[src/rtl/midi_poly_voice_allocator_pkg.sv]
// Shared MIDI constants and types for the polyphonic voice allocator.
// Status nibbles, controller numbers, parser states and decoded message kinds.
package midi_poly_voice_allocator_pkg;

   localparam logic [3:0] ST_NOTE_OFF = 4'h8;
   localparam logic [3:0] ST_NOTE_ON  = 4'h9;
   localparam logic [3:0] ST_CC       = 4'hB;
   localparam logic [3:0] ST_PROGRAM  = 4'hC;
   localparam logic [3:0] ST_CHAN_AT  = 4'hD;

   localparam logic [6:0] CC_SUSTAIN       = 7'd64;
   localparam logic [6:0] CC_ALL_SOUND_OFF = 7'd120;
   localparam logic [6:0] CC_ALL_NOTES_OFF = 7'd123;

   localparam logic [7:0] SYS_FIRST = 8'hF0;
   localparam logic [7:0] RT_FIRST  = 8'hF8;

   typedef enum logic [1:0] {
      PS_IDLE,
      PS_DATA1,
      PS_DATA2,
      PS_SKIP
   } parser_state_e;

   typedef enum logic [1:0] {
      MSG_NOTE_OFF,
      MSG_NOTE_ON,
      MSG_CC
   } msg_type_e;

   // Program change and channel pressure carry a single data byte.
   function automatic logic single_data_byte(input logic [3:0] nibble);
      return (nibble == ST_PROGRAM) || (nibble == ST_CHAN_AT);
   endfunction

endpackage

[src/rtl/midi_poly_voice_allocator_parser.sv]
// MIDI byte-stream parser with running status and channel filtering.
// Emits a registered one-cycle msg_valid for note off/on and control change.
module midi_msg_parser
   import midi_poly_voice_allocator_pkg::*;
#(
   parameter bit OMNI = 1'b0
) (
   input  logic       clk,
   input  logic       rst_n,
   input  logic       rx_valid,
   input  logic [7:0] rx_byte,
   input  logic [3:0] midi_channel,
   output logic       msg_valid,
   output msg_type_e  msg_type,
   output logic [6:0] msg_note,
   output logic [6:0] msg_value
);

   parser_state_e state_q, state_d;
   logic [3:0]    status_q, status_d;
   logic          match_q, match_d;
   logic [6:0]    data1_q, data1_d;
   logic          msg_valid_q, msg_valid_d;
   msg_type_e     msg_type_q, msg_type_d;
   logic [6:0]    msg_note_q, msg_note_d;
   logic [6:0]    msg_value_q, msg_value_d;

   always_ff @(posedge clk or negedge rst_n) begin
      if (!rst_n) begin
         state_q     <= PS_IDLE;
         status_q    <= '0;
         match_q     <= 1'b0;
         data1_q     <= '0;
         msg_valid_q <= 1'b0;
         msg_type_q  <= MSG_NOTE_OFF;
         msg_note_q  <= '0;
         msg_value_q <= '0;
      end else begin
         state_q     <= state_d;
         status_q    <= status_d;
         match_q     <= match_d;
         data1_q     <= data1_d;
         msg_valid_q <= msg_valid_d;
         msg_type_q  <= msg_type_d;
         msg_note_q  <= msg_note_d;
         msg_value_q <= msg_value_d;
      end
   end

   // Real-time bytes fall through untouched so they may interleave with any message.
   always_comb begin
      state_d     = state_q;
      status_d    = status_q;
      match_d     = match_q;
      data1_d     = data1_q;
      msg_valid_d = 1'b0;
      msg_type_d  = msg_type_q;
      msg_note_d  = msg_note_q;
      msg_value_d = msg_value_q;
      if (rx_valid && (rx_byte < RT_FIRST)) begin
         if (rx_byte >= SYS_FIRST) begin
            state_d = PS_SKIP;
         end else if (rx_byte[7]) begin
            status_d = rx_byte[7:4];
            match_d  = OMNI | (rx_byte[3:0] == midi_channel);
            state_d  = PS_DATA1;
         end else begin
            case (state_q)
               PS_DATA1: begin
                  if (!single_data_byte(status_q)) begin
                     data1_d = rx_byte[6:0];
                     state_d = PS_DATA2;
                  end
               end
               PS_DATA2: begin
                  state_d     = PS_DATA1;
                  msg_note_d  = data1_q;
                  msg_value_d = rx_byte[6:0];
                  if (match_q) begin
                     case (status_q)
                        ST_NOTE_OFF: begin
                           msg_valid_d = 1'b1;
                           msg_type_d  = MSG_NOTE_OFF;
                        end
                        ST_NOTE_ON: begin
                           msg_valid_d = 1'b1;
                           msg_type_d  = (rx_byte[6:0] == 7'd0) ? MSG_NOTE_OFF : MSG_NOTE_ON;
                        end
                        ST_CC: begin
                           msg_valid_d = 1'b1;
                           msg_type_d  = MSG_CC;
                        end
                        default: ;
                     endcase
                  end
               end
               default: ;
            endcase
         end
      end
   end

   assign msg_valid = msg_valid_q;
   assign msg_type  = msg_type_q;
   assign msg_note  = msg_note_q;
   assign msg_value = msg_value_q;

endmodule

[src/rtl/midi_poly_voice_allocator.sv]
// Polyphonic MIDI voice allocator: parses the byte stream and maps notes onto
// NUM_VOICES slots with sustain pedal handling and oldest-voice stealing.
module midi_poly_voice_allocator
   import midi_poly_voice_allocator_pkg::*;
#(
   parameter int NUM_VOICES = 4,
   parameter bit OMNI       = 1'b0
) (
   input  logic                    clk,
   input  logic                    rst_n,
   input  logic                    rx_valid,
   input  logic [7:0]              rx_byte,
   input  logic [3:0]              midi_channel,
   output logic [7*NUM_VOICES-1:0] voice_note,
   output logic [7*NUM_VOICES-1:0] voice_velocity,
   output logic [NUM_VOICES-1:0]   voice_gate,
   output logic [NUM_VOICES-1:0]   voice_trigger
);

   localparam int RW = (NUM_VOICES > 1) ? $clog2(NUM_VOICES) : 1;
   localparam logic [RW-1:0] OLDEST = RW'(NUM_VOICES - 1);

   logic       msg_valid;
   msg_type_e  msg_type;
   logic [6:0] msg_note;
   logic [6:0] msg_value;

   midi_msg_parser #(
      .OMNI(OMNI)
   ) u_parser (
      .clk         (clk),
      .rst_n       (rst_n),
      .rx_valid    (rx_valid),
      .rx_byte     (rx_byte),
      .midi_channel(midi_channel),
      .msg_valid   (msg_valid),
      .msg_type    (msg_type),
      .msg_note    (msg_note),
      .msg_value   (msg_value)
   );

   logic [6:0]            note_q [NUM_VOICES];
   logic [6:0]            note_d [NUM_VOICES];
   logic [6:0]            vel_q  [NUM_VOICES];
   logic [6:0]            vel_d  [NUM_VOICES];
   logic [RW-1:0]         rank_q [NUM_VOICES];
   logic [RW-1:0]         rank_d [NUM_VOICES];
   logic [NUM_VOICES-1:0] gate_q, gate_d;
   logic [NUM_VOICES-1:0] sus_q, sus_d;
   logic [NUM_VOICES-1:0] trig_q, trig_d;
   logic                  sustain_q, sustain_d;

   logic          hit_found, free_found;
   logic [RW-1:0] hit_idx, free_idx, old_idx, alloc_idx, alloc_rank;

   always_ff @(posedge clk or negedge rst_n) begin
      if (!rst_n) begin
         for (int i = 0; i < NUM_VOICES; i++) begin
            note_q[i] <= '0;
            vel_q[i]  <= '0;
            rank_q[i] <= RW'(NUM_VOICES - 1 - i);
         end
         gate_q    <= '0;
         sus_q     <= '0;
         trig_q    <= '0;
         sustain_q <= 1'b0;
      end else begin
         note_q    <= note_d;
         vel_q     <= vel_d;
         rank_q    <= rank_d;
         gate_q    <= gate_d;
         sus_q     <= sus_d;
         trig_q    <= trig_d;
         sustain_q <= sustain_d;
      end
   end

   // Priority: a gated voice already on this note, then lowest free voice, then the oldest.
   always_comb begin
      hit_found  = 1'b0;
      hit_idx    = '0;
      free_found = 1'b0;
      free_idx   = '0;
      old_idx    = '0;
      for (int i = NUM_VOICES - 1; i >= 0; i--) begin
         if (gate_q[i] && (note_q[i] == msg_note)) begin
            hit_found = 1'b1;
            hit_idx   = RW'(i);
         end
         if (!gate_q[i]) begin
            free_found = 1'b1;
            free_idx   = RW'(i);
         end
         if (rank_q[i] == OLDEST) begin
            old_idx = RW'(i);
         end
      end
      alloc_idx = hit_found ? hit_idx : (free_found ? free_idx : old_idx);
      alloc_rank = '0;
      for (int i = 0; i < NUM_VOICES; i++) begin
         if (RW'(i) == alloc_idx) begin
            alloc_rank = rank_q[i];
         end
      end
   end

   always_comb begin
      note_d    = note_q;
      vel_d     = vel_q;
      rank_d    = rank_q;
      gate_d    = gate_q;
      sus_d     = sus_q;
      trig_d    = '0;
      sustain_d = sustain_q;
      if (msg_valid) begin
         case (msg_type)
            MSG_NOTE_ON: begin
               for (int i = 0; i < NUM_VOICES; i++) begin
                  if (RW'(i) == alloc_idx) begin
                     note_d[i] = msg_note;
                     vel_d[i]  = msg_value;
                     gate_d[i] = 1'b1;
                     sus_d[i]  = 1'b0;
                     trig_d[i] = 1'b1;
                     rank_d[i] = '0;
                  end else if (rank_q[i] < alloc_rank) begin
                     rank_d[i] = rank_q[i] + 1'b1;
                  end
               end
            end
            MSG_NOTE_OFF: begin
               for (int i = 0; i < NUM_VOICES; i++) begin
                  if (gate_q[i] && (note_q[i] == msg_note)) begin
                     if (sustain_q) begin
                        sus_d[i] = 1'b1;
                     end else begin
                        gate_d[i] = 1'b0;
                     end
                  end
               end
            end
            MSG_CC: begin
               if (msg_note == CC_SUSTAIN) begin
                  sustain_d = msg_value[6];
                  if (!msg_value[6]) begin
                     gate_d = gate_q & ~sus_q;
                     sus_d  = '0;
                  end
               end else if ((msg_note == CC_ALL_SOUND_OFF) || (msg_note == CC_ALL_NOTES_OFF)) begin
                  gate_d = '0;
                  sus_d  = '0;
               end
            end
            default: ;
         endcase
      end
   end

   always_comb begin
      voice_note     = '0;
      voice_velocity = '0;
      for (int i = 0; i < NUM_VOICES; i++) begin
         voice_note[7*i +: 7]     = note_q[i];
         voice_velocity[7*i +: 7] = vel_q[i];
      end
   end

   assign voice_gate    = gate_q;
   assign voice_trigger = trig_q;

endmodule

[config.mk]
export PLATFORM = sky130hd
export DESIGN_NAME = midi_poly_voice_allocator
export DESIGN_NICKNAME = d
export VERILOG_FILES = /design/src/rtl/midi_poly_voice_allocator_pkg.sv /design/src/rtl/midi_poly_voice_allocator_parser.sv /design/src/rtl/midi_poly_voice_allocator.sv
export SDC_FILE = /design/constraint.sdc
export NUM_CORES = 1
export LEC_CHECK = 0
export ABC_AREA = 1
export CELL_PAD_IN_SITES_DETAIL_PLACEMENT = 1
export CELL_PAD_IN_SITES_GLOBAL_PLACEMENT = 2
export CORE_MARGIN = 5
export CORE_UTILIZATION = 35
export CTS_CLUSTER_SIZE = 20
export DETAILED_ROUTE_END_ITERATION = 12
export PLACE_DENSITY_LB_ADDON = 0.08
export SLEW_MARGIN = 30
export SYNTH_ARGS = -nofsm -noshare
export SYNTH_HDL_FRONTEND = slang
export SYNTH_SLANG_ARGS = --single-unit
[constraint.sdc]
create_clock -name clk -period 4.3 [get_ports clk]
set_input_delay 0.645 -clock clk [delete_from_list [all_inputs] [get_ports clk]]
set_output_delay 0.645 -clock clk [all_outputs]
set_load 0.01 [all_outputs]
# Word level (Yosys, flattened, before mapping)

Cells that the tools add are included.

Output and inout bits: 64
Flip-flop bits (word level): 108
Logic and storage cells: 199
Bits of input ports: 15

Reductions and logical operators: 40
Add/subtract/negate cells: 4
Bitwise logic cells: 5
Equal/unequal tests: 37
Order comparisons: 6
Multiplexer cells: 77

Operators with widths:

| cell                | count |
|---|---|
| $mux 2              | 29 |
| $reduce_and 7->1    | 8 |
| $mux 1              | 37 |
| $reduce_and 3->1    | 11 |
| $eq 7x7->1          | 4 |
| $mux 4              | 7 |
| $pmux 4 s3          | 2 |
| $eq 7x7->1 const B  | 3 |
| $eq 4x4->1 const B  | 5 |
| $ne 2x2->1 const B  | 10 |
| $eq 2x2->1 const B  | 6 |
| $add 2x1->2 const B | 4 |
| $ge 8x8->1 const B  | 1 |
| $lt 2x2->1          | 4 |
| $lt 8x8->1 const B  | 1 |
| $reduce_bool 2->1   | 4 |
| $logic_not 7->1     | 1 |
| $ne 3x3->1 const B  | 2 |
| $pmux 2 s3          | 1 |
| $reduce_and 6->1    | 1 |
| $reduce_bool 3->1   | 2 |
| $logic_and 1x1->1   | 5 |
| $reduce_and 5->1    | 1 |
| $and 4x4->4         | 1 |
| 13 further kinds    | 19 |

# Logic depth before layout (Yosys ltp)

Gate-level depths: netlist of run 1.

Depth in word-level cells: 15
Gate-level depth with buffers: 21
Gate-level depth less buffers: 20

# Hierarchy

Synthesis of run 1 repeated with hierarchy kept, for this count alone.

Cells, all modules: 758
Area total of the unflattened synthesis: 5939.4 µm²

Modules (own cells, without submodules):

| module                    | sequential area each (µm²) | cells an instance | instances | area an instance (µm²) |
|---|---|---|---|---|
| midi_poly_voice_allocator | 1931.9                     | 585               | 1         | 4466.8 |
| midi_msg_parser           | 775.7                      | 173               | 1         | 1472.7 |

# Worst setup path after synthesis of run 1

No wires, ideal clock.

Kind: register to register
From: reg u_parser.msg_note_q[3] (netlist: u_parser.msg_note[3])
To: reg rank_q[1] in the netlist's numbering
Period minus slack after synthesis: 2393 ps
Buffers on the path: 1
Data arrival time: 2276 ps
Cell stages (with the launch flop): 20
Data required time: 4183 ps
Setup time: 117 ps
Path slack: 1907 ps
Path through: dfrtp_1 buf_2 inv_2 o21ai_0 nor2_1 nand2_1 nor2_1 nor2_2 nand2_4 inv_2 nand2_2 nor2_1 nor3_1 o21ai_0 ha_1 nand2_1 nand2_1 nand2_1 nand2_1 nand2_1

Word-level cells in the longest chain between the ends: 15
Elaborated cells between the ends (all ways): 29
Those cells by class: order compare (1); eq/ne (7); mux (14); reduce/logical (7)

RTL lines:

| item                                                  | RTL line                               | source |
|---|---|---|
| from (decl)                                           | midi_poly_voice_allocator_parser.sv:25 | `logic [6:0] msg_note_q, msg_note_d;` |
| from (signal assigned)                                | midi_poly_voice_allocator_parser.sv:45 | `msg_note_q <= msg_note_d;` |
| $eq 7x7->1                                            | midi_poly_voice_allocator.sv:86        | `if (gate_q[i] && (note_q[i] == msg_note)) begin` |
| $logic_and 1x1->1                                     | midi_poly_voice_allocator.sv:86        |  |
| $mux 2 / $mux 1 (equally long branches) (4 in series) | midi_poly_voice_allocator.sv:86        |  |
| $mux 2 *                                              | midi_poly_voice_allocator.sv:98        | `alloc_idx = hit_found ? hit_idx : (free_found ? free_idx : old_idx);` |
| $logic_not 2->1                                       | midi_poly_voice_allocator.sv:101       | `if (RW'(i) == alloc_idx) begin` |
| $mux 2 (4 in series)                                  | midi_poly_voice_allocator.sv:101       |  |
| $lt 2x2->1                                            | midi_poly_voice_allocator.sv:126       | `end else if (rank_q[i] < alloc_rank) begin` |
| $reduce_bool 2->1 (no line)                           | n/a                                    |  |
| $reduce_and 3->1 (no line)                            | n/a                                    |  |
| to (signal, indexed assignment)                       | midi_poly_voice_allocator.sv:61        | `rank_q[i] <= RW'(NUM_VOICES - 1 - i);` |
| to (signal assigned)                                  | midi_poly_voice_allocator.sv:70        | `rank_q <= rank_d;` |
| to (decl)                                             | midi_poly_voice_allocator.sv:46        | `logic [RW-1:0] rank_q [NUM_VOICES];` |

Mark *: on every way between the ends. The rest lies on a longest branch, timed or not.
A chain may end at the register's enable or synchronous reset.

# Final worst setup path of run 1

From: reg u_parser.msg_note_q[5] (netlist: u_parser.msg_note[5])
To: reg rank_q[3] in the netlist's numbering

The elaborated chain is that of the path after synthesis.

==> results of run 1 <==
## cells in the mapped netlist, types with 8 or more instances
master / n
nor3_1: 15
a21oi_1: 10
inv_1: 77
dfrtp_1: 104
o21ai_1: 33
inv_2: 11
nand2_1: 184
nand3_1: 19
o21ai_0: 54
ha_1: 8
nor2_1: 45
xor2_1: 10
o21ai_2: 9
## kinds of logic (layout without fill, tap and decap cells)
group / count (synthesis) / count (layout) / share of synthesized area [%]
buffers and inverters: 108 / 185 / 8.74
AO/OA/AOI/OAI: 120 / 120 / 12.6
AND/OR/NAND/NOR: 289 / 289 / 23.6
XOR/XNOR: 16 / 16 / 2.62
adder cells (fa/ha/maj): 8 / 8 / 1.87
flip-flops: 108 / 108 / 50.6
## critical path: stages (launching register included)
cell	delay [ps]
dfrtp_1	600
inv_1	210
nand2_1	130
nand2_1	60
nor2_1	100
nand2_1	60
nor2_1	170
nor2_2	70
nand2_4	150
inv_2	60
nand2_2	120
nor2_1	60
nor3_1	160
o21ai_0	250
ha_1	360
nand2_1	50
nand2_1	110
nand2_1	90
nand2_1	100
nand2_1	50
## how the worst min path moves through the flow
stage,slack [ps],from,endpoint
floorplan,350,rst_n,rank_q[0]$_DFFE_PN0P_
global placement,470,voice_velocity[1]$_DFFE_PN0P_,voice_velocity[1]$_DFFE_PN0P_
detailed placement,470,u_parser.status_q[3]$_DFFE_PN0P_,u_parser.status_q[3]$_DFFE_PN0P_
CTS,300,rst_n,voice_note[5]$_DFFE_PN0P_
global route,320,rst_n,voice_trigger[1]$_DFF_PN0_
finish,280,rst_n,voice_note[21]$_DFFE_PN0P_
## state kept, by name, summed over array words and instances (netlist names)
name	flops
voice_note	28
u_parser.msg_type	2
u_parser.status_q	4
u_parser.match_q	1
voice_gate	4
voice_trigger	4
sustain_q	1
voice_velocity	28
u_parser.state_q	2
rank_q	8
u_parser.msg_value	7
u_parser.data1_q	7
sus_q	4
u_parser.msg_note	7
u_parser.msg_valid	1
## layout make-up
cell class | instances | share of cell area, %
Clock buffer | 11 | 3.71
Inverter | 88 | 5.05
Multi-Input combinational cell | 433 | 33.4
Timing Repair Buffer | 81 | 12.2
Clock inverter | 5 | 0.650
Sequential cell | 108 | 41.4
Tap cell | 188 | 3.59
## power by group
| part | internal, mW | switching, mW | leakage (nW) | total [mW] |
|---|---|---|---|---|
| combinational | 0.183 | 0.404 | 1.47 | 0.586 |
| sequential | 1.12 | 0.127 | 1.44 | 1.25 |
| clock | 0.418 | 0.411 | 0.137 | 0.828 |
| total | 1.73 | 0.941 | 3.05 | 2.67 |
## metal layers
layer / GRT usage [%] / vias up / wire, um
met5: 0 / - / 0
met4: 5.09 / 0 / 278
met3: 4.42 / 20 / 450
met2: 32.4 / 67 / 7800
met1: 24.1 / 2167 / 7140
li1: - / 2215 / -
## through the flow
step | std cells | area (um2) | power, mW
after floorplan | 649 | 5350 | 1.65
after global placement | 898 | 6250 | 1.86
after detailed placement | 898 | 6250 | 1.87
after CTS | 914 | 6540 | 2.71
after global routing | 914 | 6550 | 2.85
final | 914 | 6550 | 2.67
==> metrics.log, run 1 <==
INFO  metric io_buffer_count = 78
INFO  metric timing.critical_path.arrival = 3330 ps
INFO  metric global_route_wire_length_before_repair = 26.5 mm
INFO  metric post-synth-top-area-cell = dfrtp_1
INFO  metric vdd_ir_drop_max = 0.214 mV
INFO  metric clock_skew = 11.7 ps
INFO  metric worstSetupStartpointType = flop
INFO  metric multi_input_comb_area = 2190 um2
INFO  metric avgViaCountPerCell = 4.89
INFO  metric hold_path_class = in -> async
INFO  metric post_cts.resized_instances = 0
INFO  metric worst_setup_path_endpoint = rank_q[3]$_DFFE_PN0P_
INFO  metric path_class = reg -> reg
INFO  metric max_cap_viol_count = 0
INFO  metric detail_route.wirelength = 15.7 mm
INFO  metric timing.reg2reg.setup_slack = 1230 ps
INFO  metric setup.worst_path.end_class = flop
INFO  metric dr_total_vias = 4469
INFO  metric path_clk_slew = 80 ps
INFO  metric route.detailed.wl_per_inst = 17.1 um
INFO  metric top_ff_cell_synth = dfrtp_1
INFO  metric dr.first_iter.drc_count = 152
INFO  metric synth_cell_type_count = 42
INFO  metric root_buffer = clkbuf_16
INFO  metric cts_max_path_buffers = 2
INFO  metric yosysWarningCount = 0
INFO  metric cts_buffers = 9
INFO  metric antenna_violating_nets_post_route = 0
INFO  metric synth.yosys.seq_area_share = 50.6%
INFO  metric synth_top_cell_area_share = 48.6%
INFO  metric fp.dieArea = 17900 um2
INFO  metric place.gp.congestion = 0.801
INFO  metric top_level_ports = 79
INFO  metric cts_post_setup_buffers_inserted = 0
INFO  metric timing.setup.tns = 0 ps
INFO  metric fp.dieH = 134 um
INFO  metric first_global_vias = 4885
INFO  metric timing_hold_violations_final = 0
INFO  metric power_per_cell_area = 407 nW/um2
INFO  metric instance_count_of_the_mapped_netlist = 649
INFO  metric worst_skew_pair.late_latency = 360 ps
INFO  metric launch_instance_of_the_worst_register_to_register_path = u_parser.msg_note[5]$_DFFE_PN0P_
INFO  metric place_ws = 1150 ps
INFO  metric fillCellCount = 1822
INFO  metric grt_max_degree = 44
INFO  metric rows = 45
INFO  metric antenna_found_initial = 0
INFO  metric clock.fmax = 326 MHz
INFO  metric report.final.setup_viol = 0
INFO  metric run_status = finished, final reports clean
INFO  metric synth_area = 5350 um2
INFO  metric timing.slew.headroom = 40.9%
INFO  metric layout.cells.most_common_list = nand2_1 (183), dfrtp_1 (104), inv_1 (77), clkdlybuf4s50_1 (77), o21ai_0 (54)
INFO  metric drt_pre_antenna_iters = 4
INFO  metric endpoint_of_the_lowest_slack_register_to_register_path = rank_q[3]$_DFFE_PN0P_
INFO  metric drcViolationCount = 0
INFO  metric grt_setup_unrepaired = no
INFO  metric synth_area_leaders = dfrtp_1 (49%), nand2_1 (13%), inv_1 (5.4%)
INFO  metric fin_crit_period = 3070 ps
INFO  metric mostFrequentLayoutCell = nand2_1
INFO  metric initial_core_util = 35.5%
INFO  metric drive_above_1_share = 9.09%
INFO  metric syn-num-nets = 672
INFO  metric slew_viol_final = 0
INFO  metric post-route-period-util = 71.3%
INFO  metric final_core_util = 43.4%
INFO  metric clock_tree.htree_level_count = 3
INFO  metric final_nets = 744
INFO  metric tightestPinTransition = 883 ps
INFO  metric fp.coreArea = 15100 um2
INFO  metric hold_buffers = 0
INFO  metric power.leakage = 3.05 nW
INFO  metric area.sequential = 2710 um2
INFO  metric number_of_synthesized_flops_with_an_enable_pin = 0
INFO  metric chipWidth = 134 um
INFO  metric flow.area_growth_from_synthesis = 22.2%
INFO  metric cp_max_fo = 11
INFO  metric detailed_place_hpwl = 11.9 mm
INFO  metric grt_usage = 18.9%
INFO  metric crit_start = u_parser.msg_note[5]$_DFFE_PN0P_
INFO  metric clock_tree_from_tritoncts = done
INFO  metric grt.overflow.total = 0
INFO  metric worst_slack_setup_final = 1230 ps
INFO  metric worst_hold_slack = 276 ps
INFO  metric ys_async_sr_fraction = 100%
INFO  metric clock_tree_sinks = 108
INFO  metric worst_ep_required = 4560 ps
INFO  metric postSynthRegisterBits = 108
INFO  metric worst-r2r-cell-count = 19
INFO  metric syn-mean-instance-area = 8.25 um2
INFO  metric antenna_cells = 0
Power figures use the tool's default switching activity.
==> run 2, diff against run 1 <==
CORE_UTILIZATION = 32   (was 35)
clock period = 3 ns   (was 4.3 ns; I/O delays follow)
==> run 2 against run 1 <==
Cell count increased by 5.1%. Critical path depth up 1. Routed wire length increased by 5.6%. Clock skew fell by 3.0 ps. Critical path type unchanged.
==> metrics.log, run 2 (synthesis results as in run 1) <==
INFO  metric run_status = finished, final reports clean
INFO  metric comb_power_share = 23.1%
INFO  metric timing.setup.tns = 0 ps
INFO  metric fin_crit_period = 2720 ps
INFO  metric setup.worst_path.end_class = flop
INFO  metric first_global_vias = 4967
INFO  metric grt_usage = 17.9%
INFO  metric clock_tree.htree_level_count = 3
INFO  metric crit_path_most_repeated_cell = nand2_1
INFO  metric critical-path-max-stage-delay = 500 ps
INFO  metric global_route_wire_length_before_repair = 27.5 mm
INFO  metric worstSetupStartpointType = flop
INFO  metric fp.dieH = 139 um
INFO  metric report.final.setup_viol = 0
INFO  metric clock_skew = 8.75 ps
INFO  metric antenna_violating_nets_post_route = 0
INFO  metric path_clk_slew = 80 ps
INFO  metric worst_skew_pair.late_latency = 360 ps
INFO  metric io_buffer_count = 78
INFO  metric place.gp.congestion = 0.813
INFO  metric launch_instance_of_the_worst_register_to_register_path = u_parser.msg_note[0]$_DFFE_PN0P_
INFO  metric tightestPinTransition = 627 ps
INFO  metric pwr-share-clk = 32.0%
INFO  metric drcViolationCount = 0
INFO  metric final_nets = 759
INFO  metric clock.fmax = 367 MHz
INFO  metric initial_core_util = 32.4%
INFO  metric power.leakage = 3.14 nW
INFO  metric fp.dieArea = 19400 um2
INFO  metric fillCellCount = 1962
INFO  metric drt_pre_antenna_iters = 4
INFO  metric path_class = reg -> reg
INFO  metric slew_viol_final = 0
INFO  metric root_buffer = clkbuf_16
INFO  metric avgViaCountPerCell = 4.68
INFO  metric detailed_place_hpwl = 12.7 mm
INFO  metric share_seq_of_total_power = 44.8%
INFO  metric crit_path_max_delay_cell_type = dfrtp_1
INFO  metric detail_route.wirelength = 16.5 mm
INFO  metric power_per_cell_area = 587 nW/um2
INFO  metric timing.reg2reg.setup_slack = 280 ps
INFO  metric vdd_ir_drop_max = 0.340 mV
INFO  metric fp.coreArea = 16500 um2
INFO  metric timing.slew.headroom = 58.2%
INFO  metric flow.area_growth_from_synthesis = 26.0%
INFO  metric chipWidth = 139 um
INFO  metric timing.critical_path.arrival = 2980 ps
INFO  metric layout.cells.most_common_list = nand2_1 (184), dfrtp_1 (101), inv_1 (77), clkdlybuf4s50_1 (77), o21ai_0 (53)
INFO  metric switching_share = 34.8%
INFO  metric cts_max_path_buffers = 2
INFO  metric antenna_cells = 0
INFO  metric cts_buffers = 9
INFO  metric timing_hold_violations_final = 0
INFO  metric antenna_found_initial = 0
INFO  metric rows = 47
INFO  metric worst_hold_slack = 107 ps
INFO  metric route.detailed.wl_per_inst = 17.2 um
INFO  metric worstPathCellList = inv_2, nand2_1, nand2_1, inv_1, nand2_1, nor2_1, nand2_2, nand3_2, nand2_4, inv_2, nand2_2, nor2_1, nor3_1, o21ai_2, ha_1, nand2_1, nand2_1, nand2_1, nand2_1, nand2_1
INFO  metric clock_tree_from_tritoncts = done
INFO  metric dr.first_iter.drc_count = 160
INFO  metric mostFrequentLayoutCell = nand2_1
INFO  metric clock_tree_sinks = 108
INFO  metric cp_max_fo = 7
INFO  metric post-route-period-util = 90.8%
INFO  metric grt_max_degree = 47
INFO  metric worst_ep_required = 3250 ps
INFO  metric worst-r2r-cell-count = 20
INFO  metric grt_setup_unrepaired = no
INFO  metric top_level_ports = 79
INFO  metric grt.overflow.total = 0
INFO  metric switching_power = 1.38 mW
INFO  metric internal-power = 2.58 mW
INFO  metric hold_buffers = 0
INFO  metric max_cap_viol_count = 0
INFO  metric drive_above_1_share = 11.5%
INFO  metric endpoint_of_the_lowest_slack_register_to_register_path = rank_q[3]$_DFFE_PN0P_
INFO  metric hold_path_class = in -> async
INFO  metric dr_total_vias = 4501
==> run 2: changes by cell type in the layout (fill, tap and decap cells not counted), moves of 2 or more <==
cell / previous run / this run
buf_12: 0 / 2
dfrtp_1: 104 / 101
clkinv_2: 0 / 2
dfrtp_2: 0 / 3
buf_4: 4 / 17
inv_8: 0 / 3
inv_6: 3 / 0
==> run 2: timing repair <==
action | 4_1_cts | 5_1_grt
gates resized for setup | 1 | 5
setup endpoints to repair | 2 | 8
buffers inserted | 0 | 0
==> run 2: worst max path at each step <==
stage	startpoint	endpoint	slack, ps	depth (start not counted)
2_1_floorplan	u_parser.msg_note[3]$_DFFE_PN0P_	rank_q[1]$_DFFE_PN0P_	610	19
3_3_place_gp	u_parser.msg_note[1]$_DFFE_PN0P_	rank_q[4]$_DFFE_PN0P_	190	19
3_5_place_dp	u_parser.msg_note[1]$_DFFE_PN0P_	rank_q[1]$_DFFE_PN0P_	60	19
4_1_cts	u_parser.msg_note[1]$_DFFE_PN0P_	rank_q[1]$_DFFE_PN0P_	120	19
5_1_grt	u_parser.msg_note[1]$_DFFE_PN0P_	rank_q[0]$_DFFE_PN0P_	20	19
6_report	u_parser.msg_note[0]$_DFFE_PN0P_	rank_q[3]$_DFFE_PN0P_	280	20
==> run 2: area by class of cell <==
| type | instances | area, um2 | share of cell area (%) |
|---|---|---|---|
| Clock buffer | 9 | 225 | 3.34 |
| Clock inverter | 7 | 81.3 | 1.21 |
| Inverter | 88 | 330 | 4.90 |
| Multi-Input combinational cell | 433 | 2180 | 32.4 |
| Sequential cell | 108 | 2710 | 40.2 |
| Tap cell | 220 | 275 | 4.08 |
| Timing Repair Buffer | 96 | 938 | 13.9 |
==> run 2: stage by stage <==
stage	std cells	utilization (%)	instance area (um2)	power (mW)	worst slack [ps]
after floorplan	649	-	5350	2.37	607
after global placement	945	38.9	6430	2.71	191
after detailed placement	945	38.9	6430	2.74	61.4
after CTS	961	40.8	6740	4.03	122
after global routing	961	40.8	6750	4.23	18.7
final	961	40.8	6750	3.96	276
==> run 2: layer usage <==
layer | GRT usage, % | part of all wire, % | up-vias
met5 | 0 | 0 | -
met1 | 23.7 | 47 | 2186
met3 | 2.92 | 3.0 | 17
met4 | 5.56 | 1.4 | 0
li1 | - | - | 2235
met2 | 30.1 | 48 | 63
==> run 2: power groups by stage <==
stage / sequential (mW) / clock (mW) / combinational, mW
floorplan: 1.70 / 0 / 0.667
global placement: 1.79 / 0 / 0.921
finish: 1.77 / 1.27 / 0.916
detailed placement: 1.80 / 0 / 0.933
CTS: 1.78 / 1.31 / 0.940
global route: 1.80 / 1.37 / 1.05
==> run 2: worst max-delay path, delay by kind of cell (launching register included) <==
family                     cells  cell delay [ps]
AOI/OAI and AO/OA              1              160
adders and majority gates      1              310
buffers and inverters          3              290
DFF                            1              500
and+or+nand+nor               15             1360
==> run 3, diff against run 2 <==
CTS_CLUSTER_SIZE = not set   (was 20)
==> results of run 3 <==
Final layout, timing and power as in run 2 (identical DEF).
